File: config.mk
export PLATFORM = sky130hd
export DESIGN_NAME = fifo_synchronous_prog
export DESIGN_NICKNAME = d
export VERILOG_FILES = /design/src/rtl/fifo_synchronous_prog.sv
export SDC_FILE = /design/constraint.sdc
export NUM_CORES = 1
export LEC_CHECK = 0
export CORE_AREA = 2 2 99 149
export CTS_CLUSTER_SIZE = 25
export DETAILED_ROUTE_END_ITERATION = 8
export DIE_AREA = 0 0 101 151
export RECOVER_POWER = 100
export SLEW_MARGIN = 30
export SYNTH_ARGS = -nofsm -noshare
export SYNTH_HDL_FRONTEND = slang
export SYNTH_SLANG_ARGS = --single-unit
File: constraint.sdc
create_clock -name clk -period 4.8 [get_ports clk]
set_clock_uncertainty 0.05 [all_clocks]
set_input_delay 0.72 -clock clk [delete_from_list [all_inputs] [get_ports clk]]
set_output_delay 0.72 -clock clk [all_outputs]
set_load 0.01 [all_outputs]
File: src/rtl/fifo_synchronous_prog.sv
// Single-clock FIFO with fill level, programmable almost-full/almost-empty, flush and sticky error flags.
// Define FWFT_EN for first-word-fall-through output; otherwise data_out is registered with one-edge latency.
module fifo_synchronous_prog #(
  parameter int DATA_WIDTH    = 8,
  parameter int POINTER_WIDTH = 4,
  parameter int AFULL_THRESH  = 12,
  parameter int AEMPTY_THRESH = 2
) (
  input  logic                     clk,
  input  logic                     rst,
  input  logic                     flush,
  input  logic                     flag_clr,
  input  logic                     store,
  input  logic                     load,
  input  logic [DATA_WIDTH-1:0]    data_in,
  output logic [DATA_WIDTH-1:0]    data_out,
  output logic [POINTER_WIDTH:0]   fifo_level,
  output logic                     fifo_full,
  output logic                     fifo_empty,
  output logic                     fifo_afull,
  output logic                     fifo_aempty,
  output logic                     fifo_overflow,
  output logic                     fifo_underflow
);

  localparam int FIFO_DEPTH = 2 ** POINTER_WIDTH;
  localparam logic [POINTER_WIDTH:0] DEPTH_LVL  = (POINTER_WIDTH+1)'(FIFO_DEPTH);
  localparam logic [POINTER_WIDTH:0] AFULL_LVL  = (POINTER_WIDTH+1)'(AFULL_THRESH);
  localparam logic [POINTER_WIDTH:0] AEMPTY_LVL = (POINTER_WIDTH+1)'(AEMPTY_THRESH);
  localparam logic [POINTER_WIDTH:0] PTR_ONE    = (POINTER_WIDTH+1)'(1);

  if (POINTER_WIDTH < 2) begin : g_pointer_width_error
    $error("fifo_synchronous_prog: POINTER_WIDTH must be at least 2");
  end
  if (AFULL_THRESH < 1 || AFULL_THRESH > FIFO_DEPTH) begin : g_afull_error
    $error("fifo_synchronous_prog: AFULL_THRESH must lie in 1..FIFO_DEPTH");
  end
  if (AEMPTY_THRESH < 0 || AEMPTY_THRESH > FIFO_DEPTH - 1) begin : g_aempty_error
    $error("fifo_synchronous_prog: AEMPTY_THRESH must lie in 0..FIFO_DEPTH-1");
  end

  logic [DATA_WIDTH-1:0]    mem [FIFO_DEPTH];
  logic [POINTER_WIDTH:0]   w_addr_q, w_addr_d;
  logic [POINTER_WIDTH:0]   r_addr_q, r_addr_d;
  logic                     overflow_q, overflow_d;
  logic                     underflow_q, underflow_d;
  logic [POINTER_WIDTH:0]   level;
  logic [POINTER_WIDTH-1:0] w_idx, r_idx;
  logic                     full, empty;
  logic                     read_en, write_en;

  assign level = w_addr_q - r_addr_q;
  assign full  = (level == DEPTH_LVL);
  assign empty = (level == '0);
  assign w_idx = w_addr_q[POINTER_WIDTH-1:0];
  assign r_idx = r_addr_q[POINTER_WIDTH-1:0];

  // A pop frees a slot in the same edge, so a push at full is still accepted alongside it.
  assign read_en  = load & ~empty & ~flush;
  assign write_en = store & (~full | (load & ~empty)) & ~flush;

  assign fifo_level     = level;
  assign fifo_full      = full;
  assign fifo_empty     = empty;
  assign fifo_afull     = (level >= AFULL_LVL);
  assign fifo_aempty    = (level <= AEMPTY_LVL);
  assign fifo_overflow  = overflow_q;
  assign fifo_underflow = underflow_q;

  always_comb begin
    w_addr_d = w_addr_q;
    r_addr_d = r_addr_q;
    if (flush) begin
      r_addr_d = w_addr_q;
    end else begin
      if (write_en) w_addr_d = w_addr_q + PTR_ONE;
      if (read_en)  r_addr_d = r_addr_q + PTR_ONE;
    end
  end

  // Set beats clear; requests ignored by a flush are not counted as refused.
  always_comb begin
    overflow_d  = (overflow_q  & ~flag_clr) | (store & ~write_en & ~flush);
    underflow_d = (underflow_q & ~flag_clr) | (load  & ~read_en  & ~flush);
  end

  always_ff @(posedge clk or posedge rst) begin
    if (rst) begin
      w_addr_q    <= '0;
      r_addr_q    <= '0;
      overflow_q  <= 1'b0;
      underflow_q <= 1'b0;
    end else begin
      w_addr_q    <= w_addr_d;
      r_addr_q    <= r_addr_d;
      overflow_q  <= overflow_d;
      underflow_q <= underflow_d;
    end
  end

  always_ff @(posedge clk) begin
    if (write_en) mem[w_idx] <= data_in;
  end

`ifdef FWFT_EN
  assign data_out = mem[r_idx];
`else
  logic [DATA_WIDTH-1:0] rdata_q, rdata_d;

  always_comb begin
    rdata_d = rdata_q;
    if (read_en) rdata_d = mem[r_idx];
  end

  always_ff @(posedge clk or posedge rst) begin
    if (rst) rdata_q <= '0;
    else     rdata_q <= rdata_d;
  end

  assign data_out = rdata_q;
`endif

endmodule

**Word level (Yosys, flattened, before mapping)**

Memories as Yosys holds them, arrays and structs flattened. A register that Yosys moved wholly into a read port is not among the register bits.
Cells that the tools add are included.

- Add/sub/neg operators: 3
- Order comparisons: 2
- Equal/unequal tests: 1
- Muxes and demuxes: 4
- Bitwise gates (word level): 19
- Reduce and logical (&&, ||, !) cells: 3

Operators with widths:

| cell | number |
|---|---|
| 5-bit by 1-bit adder with 5-bit output (second input constant) | 2 |
| 1-bit bitwise AND | 10 |
| 5-bit two-way mux | 2 |
| 1-bit NOT | 6 |
| 5-bit equality test (second input constant) | 1 |
| 5-bit by 4-bit greater-or-equal comparator with 1-bit output (second input constant) | 1 |
| 5-bit by 2-bit <= comparator with 1-bit output (second input constant) | 1 |
| 5-bit zero test | 1 |
| 5-bit subtractor | 1 |
| 1-bit bitwise OR | 3 |
| 1-bit two-way mux | 2 |
| 2-bit AND reduction | 1 |
| 2-bit nonzero test | 1 |

- Flip-flop bits (word level): 12
- RAM bits: 128
- Bits of input ports: 14
- Word-level logic and storage cells: 37
- Memories: 1

Memory list:

| memory | depth | bits a word | rd ports | clocked after Yosys merged registers in | write ports | line | text |
|---|---|---|---|---|---|---|---|
| mem | 16 | 8 | 1 | 1 | 1 | 42 | `logic [DATA_WIDTH-1:0] mem [FIFO_DEPTH];` |

**Longest topological paths before layout**

- Depth after elaboration: 11
- Gate-level depth with buffers: 10

**Worst setup path before layout**

OpenSTA, ideal clock, no wires.

- Kind: register to output
- From: register w_addr_q[0]
- To: output fifo_aempty
- Data arrival time: 2.627 ns
- Data required time: 4.030 ns
- Slack: 1.403 ns
- Stages on the path, launching flop included: 10
- Path through: dfrtp_1 -> inv_1 -> ha_1 -> fa_1 -> nand2b_1 -> a21oi_1 -> xor2_2 -> inv_2 -> buf_6 -> a2111oi_0

- Cells in the longest elaborated chain, start to end: 2

Ends and longest elaborated chain:

| element | line | text |
|---|---|---|
| start: declaration | 43 | `logic [POINTER_WIDTH:0] w_addr_q, w_addr_d;` |
| start signal: assignment | 94 | `w_addr_q <= w_addr_d;` |
| 5-bit subtractor | 52 | `assign level = w_addr_q - r_addr_q;` |
| named net fifo_level[4] | 17 | `output logic [POINTER_WIDTH:0] fifo_level,` |
| 5-bit by 2-bit <= comparator with 1-bit output | 66 | `assign fifo_aempty = (level <= AEMPTY_LVL);` |
| end: declaration | 21 | `output logic fifo_aempty,` |

The timed path passes the listed nets, and every way through them passes these cells.

**Final worst setup path**

- From: register w_addr_q[0]
- To: output fifo_aempty

- Cells in the longest elaborated chain, start to end: 2

Ends and longest elaborated chain:

| element | line |
|---|---|
| 5-bit subtractor | 52 |
| 5-bit by 2-bit <= comparator with 1-bit output | 66 |

No other way between the ends.

==> out/summary.txt <==
status -> finished, violations left
violations in the final reports -> capacitance limit, slew limit
via count -> 3,328
TritonCTS Buffers -> 17
IO buf count -> 32
Startpoint Class -> register
Ys Warns -> 0
routed len/inst -> 23.3 um
Clock Tree Root -> clkbuf_16
Routed Antenna Nets -> 0
top post-synthesis cells by area -> edfxtp_1 (62%), mux4_2 (12%), dfrtp_1 (8.1%)
register bit total from synthesis -> 148
Iter 0 DRT Violations -> 201
main flop type after synthesis -> edfxtp_1
Switching Power -> 1.54 mW
DRT Wirelength -> 13,200 um
fin cells -> 567
initial antenna violation count -> 0
H-Tree Depth -> 4
final hold vios -> 0
Avg Cell Area, Syn -> 17.7 um^2
num rows -> 53
CTS max path bufs -> 2
RSZ-0062 raised after global routing -> false
f_max -> 0.233 GHz
largest net degree at the start of global routing -> 38
Post-CTS Setup Repair Bufs -> 0
Clk Latency, worst-skew pair -> 0.41 ns
period utilisation layout -> 89.4%
CTS clk-pin slew, worst paths -> 0.06 ns
Hold Buf Count CTS -> 0
mapped cell area -> 0.00618 mm^2
EDFF count, synth -> 128
n_diodes -> 0
vias in the first global route -> 3,527
share of cells above drive strength 1 -> 18.7%
final setup fails -> 0
Yosys cell types -> 51
final hold slack -> 0.439 ns
asr flop ratio synth -> 13.5%
CTS sink cnt -> 148
Pint -> 3.13 mW
Sw Share -> 33.0%
syn nets -> 373
# nets final -> 413
Critical Path Fanout Max -> 12
Worst slew margin -> -14.5%
sequential area share after synthesis -> 70.3%
setup TNS -> 0 ns
die area -> 0.0153 mm^2
GRT Util Overall -> 18.8%
minimum clock period -> 4.29 ns
# placed instances -> 535
Max Transition Viols Final -> 9
Setup WS pre-CTS -> 0.984 ns
Clk pwr share -> 28.5%
WP data required -> 4.03 ns
IO Pins -> 33
area delta synth->final -> 17.0%
grt total ovfl -> 0
Yosys top cell by area -> edfxtp_1
DRC -> 0
Final HPWL DP -> 8480 um
first-pass GRT wire length -> 20,400 um
Yosys top cell area share -> 62.2%
CTS resizes -> 0
part of the power in registers -> 35.0%
Comb power frac -> 36.5%
Initial Utilization -> 44.4%
final setup margin -> 0.510 ns
Least-Margin Pin Slew -> 1.70 ns
CTS tree -> done
PD cells -> 645 mW/mm^2
Routability Congestion -> 0.833
die height -> 151 um
CP Data Arrival Time -> 3.52 ns
largest vdd supply drop -> 0.000408 V
min-delay worst type -> reg -> reg
Syn Inst Count -> 349
P_leak -> 2.48 nW
vias per inst -> 5.87
Pre-antenna DRT Iters -> 4
Max-Cap Viols -> 1
WS Path Type -> reg -> out
Setup crit end kind -> primary output
Core ar. -> 0.0139 mm^2
die width -> 101 um
[worst max-delay path, stage by stage, from the launching register on]
cell           delay [ns]
dfrtp_1              0.41
inv_1                0.12
ha_1                 0.24
fa_1                 0.40
nand2b_1             0.16
a21oi_1              0.16
xor2_1               0.40
inv_2                0.20
a2111oi_0            0.38
dlygate4sd3_1        0.66
[cell usage after synthesis (3+ instances only)]
| master | n |
|---|---|
| edfxtp_1 | 128 |
| mux4_2 | 32 |
| dfrtp_1 | 20 |
| o22ai_1 | 16 |
| nor2_1 | 15 |
| nand2_1 | 14 |
| and3_1 | 13 |
| inv_1 | 12 |
| ha_1 | 9 |
| mux2_2 | 9 |
| clkbuf_1 | 8 |
| buf_2 | 6 |
| nand3_1 | 6 |
| nor2b_1 | 6 |
| a21oi_1 | 4 |
| nor3_1 | 4 |
| o211ai_1 | 3 |
| o21ai_0 | 3 |
[layer usage]
metal / vias up / GRT usage, % / share of wire [%]
met4: 0 / 10.1 / 3.6
met2: 105 / 32.4 / 55
li1: 1490 / - / -
met5: - / 0 / 0
met1: 1711 / 22.7 / 37
met3: 22 / 2.95 / 4.6
[power by group through the flow]
stage | Clock (mW) | Combinational [mW] | Sequential [mW]
after floorplan | 0 | 1.20 | 1.64
after global placement | 0 | 1.81 | 1.66
after detailed placement | 0 | 1.82 | 1.66
after CTS | 1.35 | 1.83 | 1.64
after global routing | 1.40 | 1.85 | 1.65
final | 1.33 | 1.70 | 1.64
[path summary, 6_finish.rpt]
check | startpoint | end | slack (ns) | depth (start not counted)
worst max register to register | w_addr_q[0] | data_out[2] | 0.77 | 9
max in group asynchronous | rst | r_addr_q[0] | 3.15 | 2
min in group asynchronous | rst | data_out[1] | 0.91 | 2
worst max-delay path | w_addr_q[0] | fifo_aempty | 0.51 | 9
worst min register to register | fifo_overflow | fifo_overflow | 0.44 | 1
worst min-delay path | fifo_overflow | fifo_overflow | 0.44 | 1
[cell families (layout without fill, tap and decap cells)]
family	Yosys count	in the layout	share of synthesized area (%)
compound gates	45	45	5.28
buf+inv	29	82	2.00
fa+ha+maj	10	10	2.14
simple gates	70	70	5.93
flops	148	148	70.3
xor+xnor	6	6	1.09
mux	41	41	13.3
[cell type report]
type	instances	area, um^2
Timing Repair Buffer	36	347
Clock inverter	12	153
Inverter	14	52.6
Tap cell	165	206
Fill cell	1096	6690
Clock buffer	20	447
Multi-Input combinational cell	172	1680
Sequential cell	148	4350
[through the flow]
stage	util, %	total power [mW]	instance area, um^2
2_1_floorplan	-	2.85	6180
3_3_place_gp	47.9	3.46	6670
3_5_place_dp	47.9	3.48	6670
4_1_cts	52.2	4.81	7270
5_1_grt	51.9	4.91	7230
6_report	51.9	4.67	7230
[cell usage in the layout, fill, tap and decap left out, types with 4 or more instances in the layout]
| master | Yosys | routed |
|---|---|---|
| a21oi_1 | 4 | 4 |
| and3_1 | 13 | 13 |
| clkbuf_16 | 0 | 17 |
| clkdlybuf4s50_1 | 0 | 6 |
| dfrtp_1 | 20 | 19 |
| dlygate4sd3_1 | 0 | 26 |
| edfxtp_1 | 128 | 128 |
| ha_1 | 9 | 9 |
| inv_1 | 12 | 12 |
| mux2_2 | 9 | 8 |
| mux4_2 | 32 | 32 |
| nand2_1 | 14 | 14 |
| nand3_1 | 6 | 6 |
| nor2_1 | 15 | 15 |
| nor2b_1 | 6 | 6 |
| nor3_1 | 4 | 4 |
| o21ai_0 | 3 | 4 |
| o22ai_1 | 16 | 16 |
[flip-flops by register name (all words and copies together) (netlist names)]
name	cells
fifo_underflow	1
r_addr_q	5
w_addr_q	5
mem	128
fifo_overflow	1
data_out	8
Power figures use the tool's default switching activity.
